**src/rtl/writeback_queue.sv**
```systemverilog
// In-order writeback tracker: holds issued {opecode, rd} entries, pairs the head with its
// execute or load result, and produces a registered register-file write plus a busy mask.
module writeback_queue #(
  parameter int unsigned LEN_OPECODE = 4,
  parameter int unsigned LEN_REGNO   = 4,
  parameter int unsigned LEN_REG     = 16,
  parameter int unsigned DEPTH       = 4,
  parameter logic [LEN_OPECODE-1:0] OPECODE_LD  = 'h8,
  parameter logic [LEN_OPECODE-1:0] OPECODE_CMP = 'h0,
  localparam int unsigned NUM_REGS = 2 ** LEN_REGNO,
  localparam int unsigned PTR_W    = $clog2(DEPTH),
  localparam int unsigned CNT_W    = PTR_W + 1
) (
  input  logic                   clk,
  input  logic                   rst,
  input  logic                   valid_i,
  output logic                   stall_o,
  input  logic [LEN_OPECODE-1:0] opecode,
  input  logic [LEN_REGNO-1:0]   rd_regno,
  input  logic                   res_valid,
  input  logic [LEN_REG-1:0]     res_data,
  output logic                   res_ready,
  input  logic                   ld_valid,
  input  logic [LEN_REG-1:0]     ld_data,
  output logic                   ld_ready,
  input  logic                   stall_i,
  output logic                   wb_en,
  output logic [LEN_REGNO-1:0]   wb_regno,
  output logic [LEN_REG-1:0]     wb_data,
  output logic [NUM_REGS-1:0]    busy,
  output logic [CNT_W-1:0]       count,
  output logic                   err
);

  logic [LEN_OPECODE-1:0] op_q [DEPTH];
  logic [LEN_REGNO-1:0]   rd_q [DEPTH];
  logic [DEPTH-1:0]       vld_q;
  logic [PTR_W-1:0]       head_q, tail_q;
  logic [CNT_W-1:0]       count_q;

  logic empty, full, push, retire, head_ld, head_cmp, err_set;

  assign empty    = (count_q == '0);
  assign full     = (count_q == CNT_W'(DEPTH));
  assign push     = valid_i & ~full;
  assign stall_o  = valid_i & full;
  assign head_ld  = (op_q[head_q] == OPECODE_LD);
  assign head_cmp = (op_q[head_q] == OPECODE_CMP);

  assign res_ready = ~empty & ~head_ld & ~stall_i;
  assign ld_ready  = ~empty & head_ld & ~stall_i;
  assign retire    = (res_valid & res_ready) | (ld_valid & ld_ready);

  // A result offered while stalled is simply held, so only unstalled mismatches count.
  assign err_set = ~stall_i & ((res_valid & (empty | head_ld)) | (ld_valid & (empty | ~head_ld)));

  assign count = count_q;

  always_comb begin
    busy = '0;
    for (int i = 0; i < int'(DEPTH); i++) begin
      if (vld_q[i] && (op_q[i] != OPECODE_CMP)) begin
        busy[rd_q[i]] = 1'b1;
      end
    end
  end

  always_ff @(posedge clk or negedge rst) begin
    if (!rst) begin
      for (int i = 0; i < int'(DEPTH); i++) begin
        op_q[i] <= '0;
        rd_q[i] <= '0;
      end
      vld_q   <= '0;
      head_q  <= '0;
      tail_q  <= '0;
      count_q <= '0;
    end else begin
      if (retire) begin
        vld_q[head_q] <= 1'b0;
        head_q        <= head_q + 1'b1;
      end
      if (push) begin
        op_q[tail_q]  <= opecode;
        rd_q[tail_q]  <= rd_regno;
        vld_q[tail_q] <= 1'b1;
        tail_q        <= tail_q + 1'b1;
      end
      unique case ({push, retire})
        2'b10:   count_q <= count_q + 1'b1;
        2'b01:   count_q <= count_q - 1'b1;
        default: count_q <= count_q;
      endcase
    end
  end

  always_ff @(posedge clk or negedge rst) begin
    if (!rst) begin
      wb_en    <= 1'b0;
      wb_regno <= '0;
      wb_data  <= '0;
      err      <= 1'b0;
    end else begin
      wb_en <= retire & ~head_cmp;
      if (retire) begin
        wb_regno <= rd_q[head_q];
        wb_data  <= head_ld ? ld_data : res_data;
      end
      if (err_set) begin
        err <= 1'b1;
      end
    end
  end

endmodule

```
**config.mk**
```make
export PLATFORM = sky130hd
export DESIGN_NAME = writeback_queue
export DESIGN_NICKNAME = d
export VERILOG_FILES = /design/src/rtl/writeback_queue.sv
export SDC_FILE = /design/constraint.sdc
export NUM_CORES = 1
export LEC_CHECK = 0
export CAP_MARGIN = 10
export CORE_UTILIZATION = 35
export CTS_CLUSTER_SIZE = 12
export DETAILED_ROUTE_END_ITERATION = 8
export PLACE_DENSITY_LB_ADDON = 0.1
export RECOVER_POWER = 100
export SKIP_LAST_GASP = 1
export SYNTH_ARGS = -nofsm -noshare
export SYNTH_HDL_FRONTEND = slang
export SYNTH_SLANG_ARGS = --single-unit
export TNS_END_PERCENT = 100
```
**constraint.sdc**
```tcl
create_clock -name clk -period 3 [get_ports clk]
set_clock_uncertainty 0.15 [all_clocks]
set_input_delay 0.3 -clock clk [delete_from_list [all_inputs] [get_ports clk]]
set_output_delay 0.3 -clock clk [all_outputs]
set_load 0.005 [all_outputs]
```
==> flow_summary_export.csv, run 1 <==
group,metric,value,unit
outcome,status,"completed",
timing,worst_pin_slew,1.44,ns
critical_path,r2r_setup_slack,0.13,ns
timing,rsz0062_at_grt,"yes",
cts,htree_levels,3,
timing,worst_slack,0.129,ns
power,power_density,1070,mW/mm2
yosys,synth.ff_latch_count,65,
yosys,synth_ff_type,"dfrtp_1",
layout,drive_above_1_share,18.5,%
timing,fin_crit,2.87,ns
yosys,synth_top_cell_by_area,"dfrtp_1",
global_route,grt_max_degree,59,
cts,clkLatencyLatePin,0.34,ns
yosys,synthTopCellsByCount,"65 x dfrtp_1, 42 x nor3_1, 33 x mux2_2",
critical_path,start_kind,"flop",
yosys,syn_inst,353,
cts,numClockSinks,65,
layout,fillers,970,
global_route,grt-ovfl-total,0,
timing,setup_viol,0,
layout,fin_nets,511,
power,p_total,5410,uW
route,viasPerCell,5.29,
place,dp_slack,-0.0347,ns
yosys,synth_cell_type_count,48,
die,io_pins,90,
critical_path,crit_type,"reg -> reg",
yosys,syn_area,0.00367,mm2
place,gp_congestion,0.875,
die,row_count,37,
yosys,yosysMostFrequentCell,"dfrtp_1",
critical_path,arrival,2.99,ns
layout,fin_cells,595,
layout,fin_area,0.00504,mm2
yosys,yosys_warnings,0,
yosys,async_reset_ff_share,100,%
power,ir_drop,0.426,mV
route,first_pass_iters,4,
power,p_leak,0.00209,uW
route,routed_wl,10300,um
critical_path,rr_endpoint,"count[2]",
global_route,grt.total_usage,20.0,%
die,start_util,35.9,%
route,wire_per_inst,17.3,um
timing,finalCritPeriodShare,95.7,%
yosys,synth_top_area_share,44.3,%
critical_path,required,3.12,ns
yosys,postSynthAreaPerCell,10.4,um2
timing,fmax,348,MHz
cts,clkTransAtPathRegs,0.07,ns
critical_path,r2r_cells,11,
route,vias,3145,
global_route,antenna_found_initial,0,
critical_path,cp_max_fo,3,
place,dp_hpwl,7600,um
die,die_h,104,um
cts,clk_path_buf_depth,2,
timing,final_hold_viol_count,0,
route,antenna_left,0,
cts,cts_tree,"done",
die,core-area,0.0102,mm2
timing,maxSlewViolCount,0,
layout,area_growth,37.2,%
worst_hold_path,hold_class,"in -> async",
route,drt-initial-drc-count,116,
cts,root_buffer,"clkbuf_8",
yosys,ys_seq_area_share,44.3,%
place,dp.cells,578,
place,place_area,0.00478,mm2
flow_run,cap_viol_max_count,0,
global_route,grt_pass1_wl,17300,um
critical_path,crit_path_end_kind,"flop",
die,die_area,0.0109,mm2
global_route,grt_pass1_vias,3393,
cts,cts_made_buffers,9,
layout,diodes,0,
place,port_buffers,89,
route,drc,0,
die,die_x,104,um
critical_path,r2r-start,"op_q[4]",
yosys,synth_area_leaders,"dfrtp_1 44%, mux2_2 10%, nor3_1 5.7%, a211oi_1 3.3%, ha_1 3.1%",
yosys,synth_nets,409,
timing,maxSlewHeadroom,3.68,%
yosys,synth-edff-count,0,
routing by layer:
layer | vias up | share of wire (%) | global-route usage [%]
met3 | 10 | 5.2 | 4.39
met2 | 101 | 49 | 33.3
li1 | 1505 | - | -
met5 | - | 0 | 0
met4 | 0 | 1.2 | 5.92
met1 | 1529 | 45 | 25.8
what timing repair did:
action,in CTS,in global routing
pin swaps,1,1
setup buffers,1,0
hold buffers,1,0
endpoints found under the setup margin,4,11
hold endpoints to repair,65,0
resized for setup,2,10
through the flow:
stage,hold WS (ns),util [%],TNS (ns)
after floorplan,-0.146,-,0
after global placement,0.00795,46.7,0
after CTS,0.186,49.2,0
after global routing,0.291,49.2,-0.0750
final,0.243,49.2,0
after detailed placement,0.00871,46.7,-0.0347
flip-flops by register name, summed over array words and instances (netlist names), 2 cells and up:
signal	flops
rd_q	16
op_q	16
head_q	2
tail_q	2
wb_data	16
count	3
wb_regno	4
vld_q	4
placed cells by master, fill, tap and decap left out, types with 3 or more instances in the layout:
master / instances
ha_1: 9
nor2_1: 18
clkbuf_8: 12
a22oi_1: 6
clkdlybuf4s50_1: 61
mux4_2: 5
nor2b_1: 7
a21oi_1: 7
or3_1: 4
mux2_2: 33
nand3_1: 3
a211oi_1: 16
a31oi_1: 7
nand2_1: 25
buf_4: 15
dfrtp_1: 64
o221ai_1: 8
inv_1: 26
nor3_1: 41
a32oi_1: 5
o211ai_1: 3
mux2_4: 5
dlygate4sd3_1: 26
o311ai_0: 4
nand2b_1: 6
xnor2_1: 3
worst max-delay path: stages (launching register included):
cell and delay (ns):
dfrtp_1 0.37, or3_1 0.45, nor3_1 0.27, o41a_2 0.20, mux2_4 0.31, inv_2 0.06
ha_1 0.16, inv_1 0.06, fa_1 0.37, xor2_1 0.15, nor2_1 0.11, xor2_1 0.15
worst max-delay path by stage:
stage | to | from | slack, ns | cells after the start
2_1_floorplan | count[2] | head_q[0] | 0.02 | 13
3_3_place_gp | count[2] | head_q[0] | 0.08 | 11
3_5_place_dp | count[2] | head_q[0] | -0.03 | 11
4_1_cts | busy[14] | op_q[12] | 0.01 | 5
5_1_grt | count[2] | op_q[4] | -0.04 | 11
6_report | count[2] | op_q[4] | 0.13 | 11
kinds of logic (layout without fill, tap and decap cells):
group | Yosys count | in the layout | synth area share (%)
muxes | 44 | 44 | 15.5
and+or+nand+nor | 118 | 118 | 15.9
xor gates and xnor gates | 5 | 5 | 1.19
adders and majority gates | 10 | 10 | 3.61
DFF | 65 | 65 | 44.3
buffers and inverters | 43 | 149 | 5.28
AOI/OAI and AO/OA | 68 | 68 | 14.2
area by class of cell:
type	instances	area [um2]	area share, %
Inverter	28	105	2.09
Clock inverter	2	60.1	1.19
Tap cell	136	170	3.38
Multi-Input combinational cell	245	1890	37.5
Timing Repair Buffer	106	1020	20.2
Sequential cell	65	1630	32.3
Clock buffer	13	169	3.35
power breakdown:
part | switching (uW) | internal (uW)
sequential | 506 | 1320
combinational | 1240 | 1480
clock | 328 | 533
total | 2080 | 3340
No activity file was read; power rests on OpenSTA's default activity.
==> inputs of run 2 (changes only) <==
Settings changed: GPL_ROUTABILITY_DRIVEN set to 0.
==> flow_summary_export.csv, run 2 (same netlist as run 1, synthesis figures left out) <==
group,metric,value,unit
route,first_pass_iters,4,
route,viasPerCell,5.32,
timing,worst_slack,0.0266,ns
die,die_x,104,um
layout,utilization,48.2,%
timing,rsz0062_at_grt,"yes",
global_route,grt_pass1_vias,3254,
layout,fillers,994,
timing,worst_pin_slew,1.37,ns
timing,fmax,336,MHz
route,wire_per_inst,16.8,um
timing,setup_viol,0,
place,dp_hpwl,7470,um
route,drt-initial-drc-count,121,
route,routed_wl,10000,um
critical_path,arrival,2.52,ns
critical_path,cp_max_fo,4,
timing,fin_crit,2.97,ns
die,core-area,0.0102,mm2
die,die_area,0.0109,mm2
timing,maxSlewViolCount,0,
cts,numClockSinks,65,
power,p_leak,0.00202,uW
route,drc,0,
worst_hold_path,hold_class,"reg -> reg",
die,row_count,37,
route,vias,3171,
power,ir_drop,0.317,mV
layout,fin_nets,513,
cts,clkLatencyLatePin,0.33,ns
global_route,grt.total_usage,19.4,%
critical_path,crit_path_end_kind,"primary output",
place,dp_slack,0.0255,ns
layout,fin_area,0.00493,mm2
place,place_area,0.00479,mm2
cts,cts_made_buffers,9,
cts,root_buffer,"clkbuf_8",
place,port_buffers,89,
global_route,grt_pass1_wl,16600,um
outcome,status,"completed",
timing,final_hold_viol_count,0,
route,antenna_left,0,
critical_path,crit_type,"reg -> out",
global_route,antenna_found_initial,0,
timing,finalCritPeriodShare,99.1,%
layout,diodes,0,
critical_path,start_kind,"flop",
power,power_density,1030,mW/mm2
die,start_util,35.9,%
layout,area_growth,34.3,%
timing,maxSlewHeadroom,8.68,%
die,io_pins,90,
critical_path,required,2.55,ns
global_route,grt_max_degree,31,
cts,clkTransAtPathRegs,0.06,ns
cts,clk_path_buf_depth,2,
cts,cts_tree,"done",
global_route,grt-ovfl-total,0,
layout,final_cell_mix,"65 x dfrtp_1, 57 x clkdlybuf4s50_1, 42 x nor3_1, 33 x mux2_2, 32 x dlygate4sd3_1",
die,die_h,104,um
cts,htree_levels,3,
layout,biggestRegsByFlops,"op_q: 16 flops, rd_q: 16 flops, wb_data: 16 flops",
layout,drive_above_1_share,15.9,%
flow_run,cap_viol_max_count,0,
layout,final_common_cell,"dfrtp_1",
==> run 2: cell count changes in the layout (fill, tap and decap cells not counted), moves of 2 or more <==
cell / delta
dlymetal6s2s_1: -2
clkbuf_1: +4
bufinv_16: -2
clkdlybuf4s50_1: -4
dlygate4sd3_1: +6
mux2_4: -5
clkinv_2: +2
o41ai_2: +2
mux2_1: +5
inv_2: -2
inv_1: +2
buf_4: -5
==> run 2: per-layer routing <==
| metal | track usage [%] | vias up | routed length (um) |
|---|---|---|---|
| met5 | 0 | - | 0 |
| met1 | 24.1 | 1507 | 4330 |
| li1 | - | 1519 | - |
| met3 | 5.33 | 14 | 718 |
| met4 | 5.51 | 0 | 195 |
| met2 | 32.8 | 131 | 4790 |
==> run 2: stage by stage <==
stage / std cells / hold WS (ns) / power (uW) / setup TNS, ns
after floorplan: 353 / -0.146 / 3300 / 0
after global placement: 580 / 0.193 / 4560 / 0
after detailed placement: 580 / 0.199 / 4590 / 0
after CTS: 596 / 0.350 / 5280 / 0
after global routing: 596 / 0.370 / 5500 / -0.208
final: 596 / 0.347 / 5100 / 0
==> run 2: power breakdown <==
group,total [uW],switching [uW],internal [uW],leakage (uW)
Clock,654,321,333,0.0000871
Combinational,2620,1220,1400,0.00119
Sequential,1820,499,1320,0.000751
==> run 2: area by class of cell <==
cell class	instances	area, um2	area share (%)
multi-input cells	245	1860	37.6
flip-flops and latches	65	1630	33.0
repair buffers	108	1010	20.4
well taps	136	170	3.45
clock buffers	11	151	3.07
inverters	28	105	2.13
clock inverters	3	17.5	0.355
==> run 2: worst max-delay path: stages (launching register included) <==
cell,delay [ns]
dfrtp_1,0.39
or4_4,0.57
and3_1,0.25
nor2b_1,0.18
a22oi_1,0.19
o221ai_1,0.15
clkdlybuf4s50_1,0.46
==> run 2: path summary, 6_finish.rpt <==
path | cells after the start | endpoint | startpoint | slack, ns
worst max-delay path | 6 | busy[6] | op_q[12] | 0.03
worst min-delay path | 1 | op_q[4] | op_q[4] | 0.35
worst max register to register | 11 | count[2] | op_q[4] | 0.13
worst min register to register | 1 | op_q[4] | op_q[4] | 0.35
max in group asynchronous | 3 | wb_data[11] | rst | 0.63
min in group asynchronous | 2 | rd_q[4] | rst | 0.65
==> run 2: what timing repair did <==
action	4_1_cts	5_1_grt
resized for setup	1	5
pin swaps	1	0
setup endpoints to repair	3	15
hold endpoints to repair	23	0
hold buffers	1	0
buffers inserted	1	0
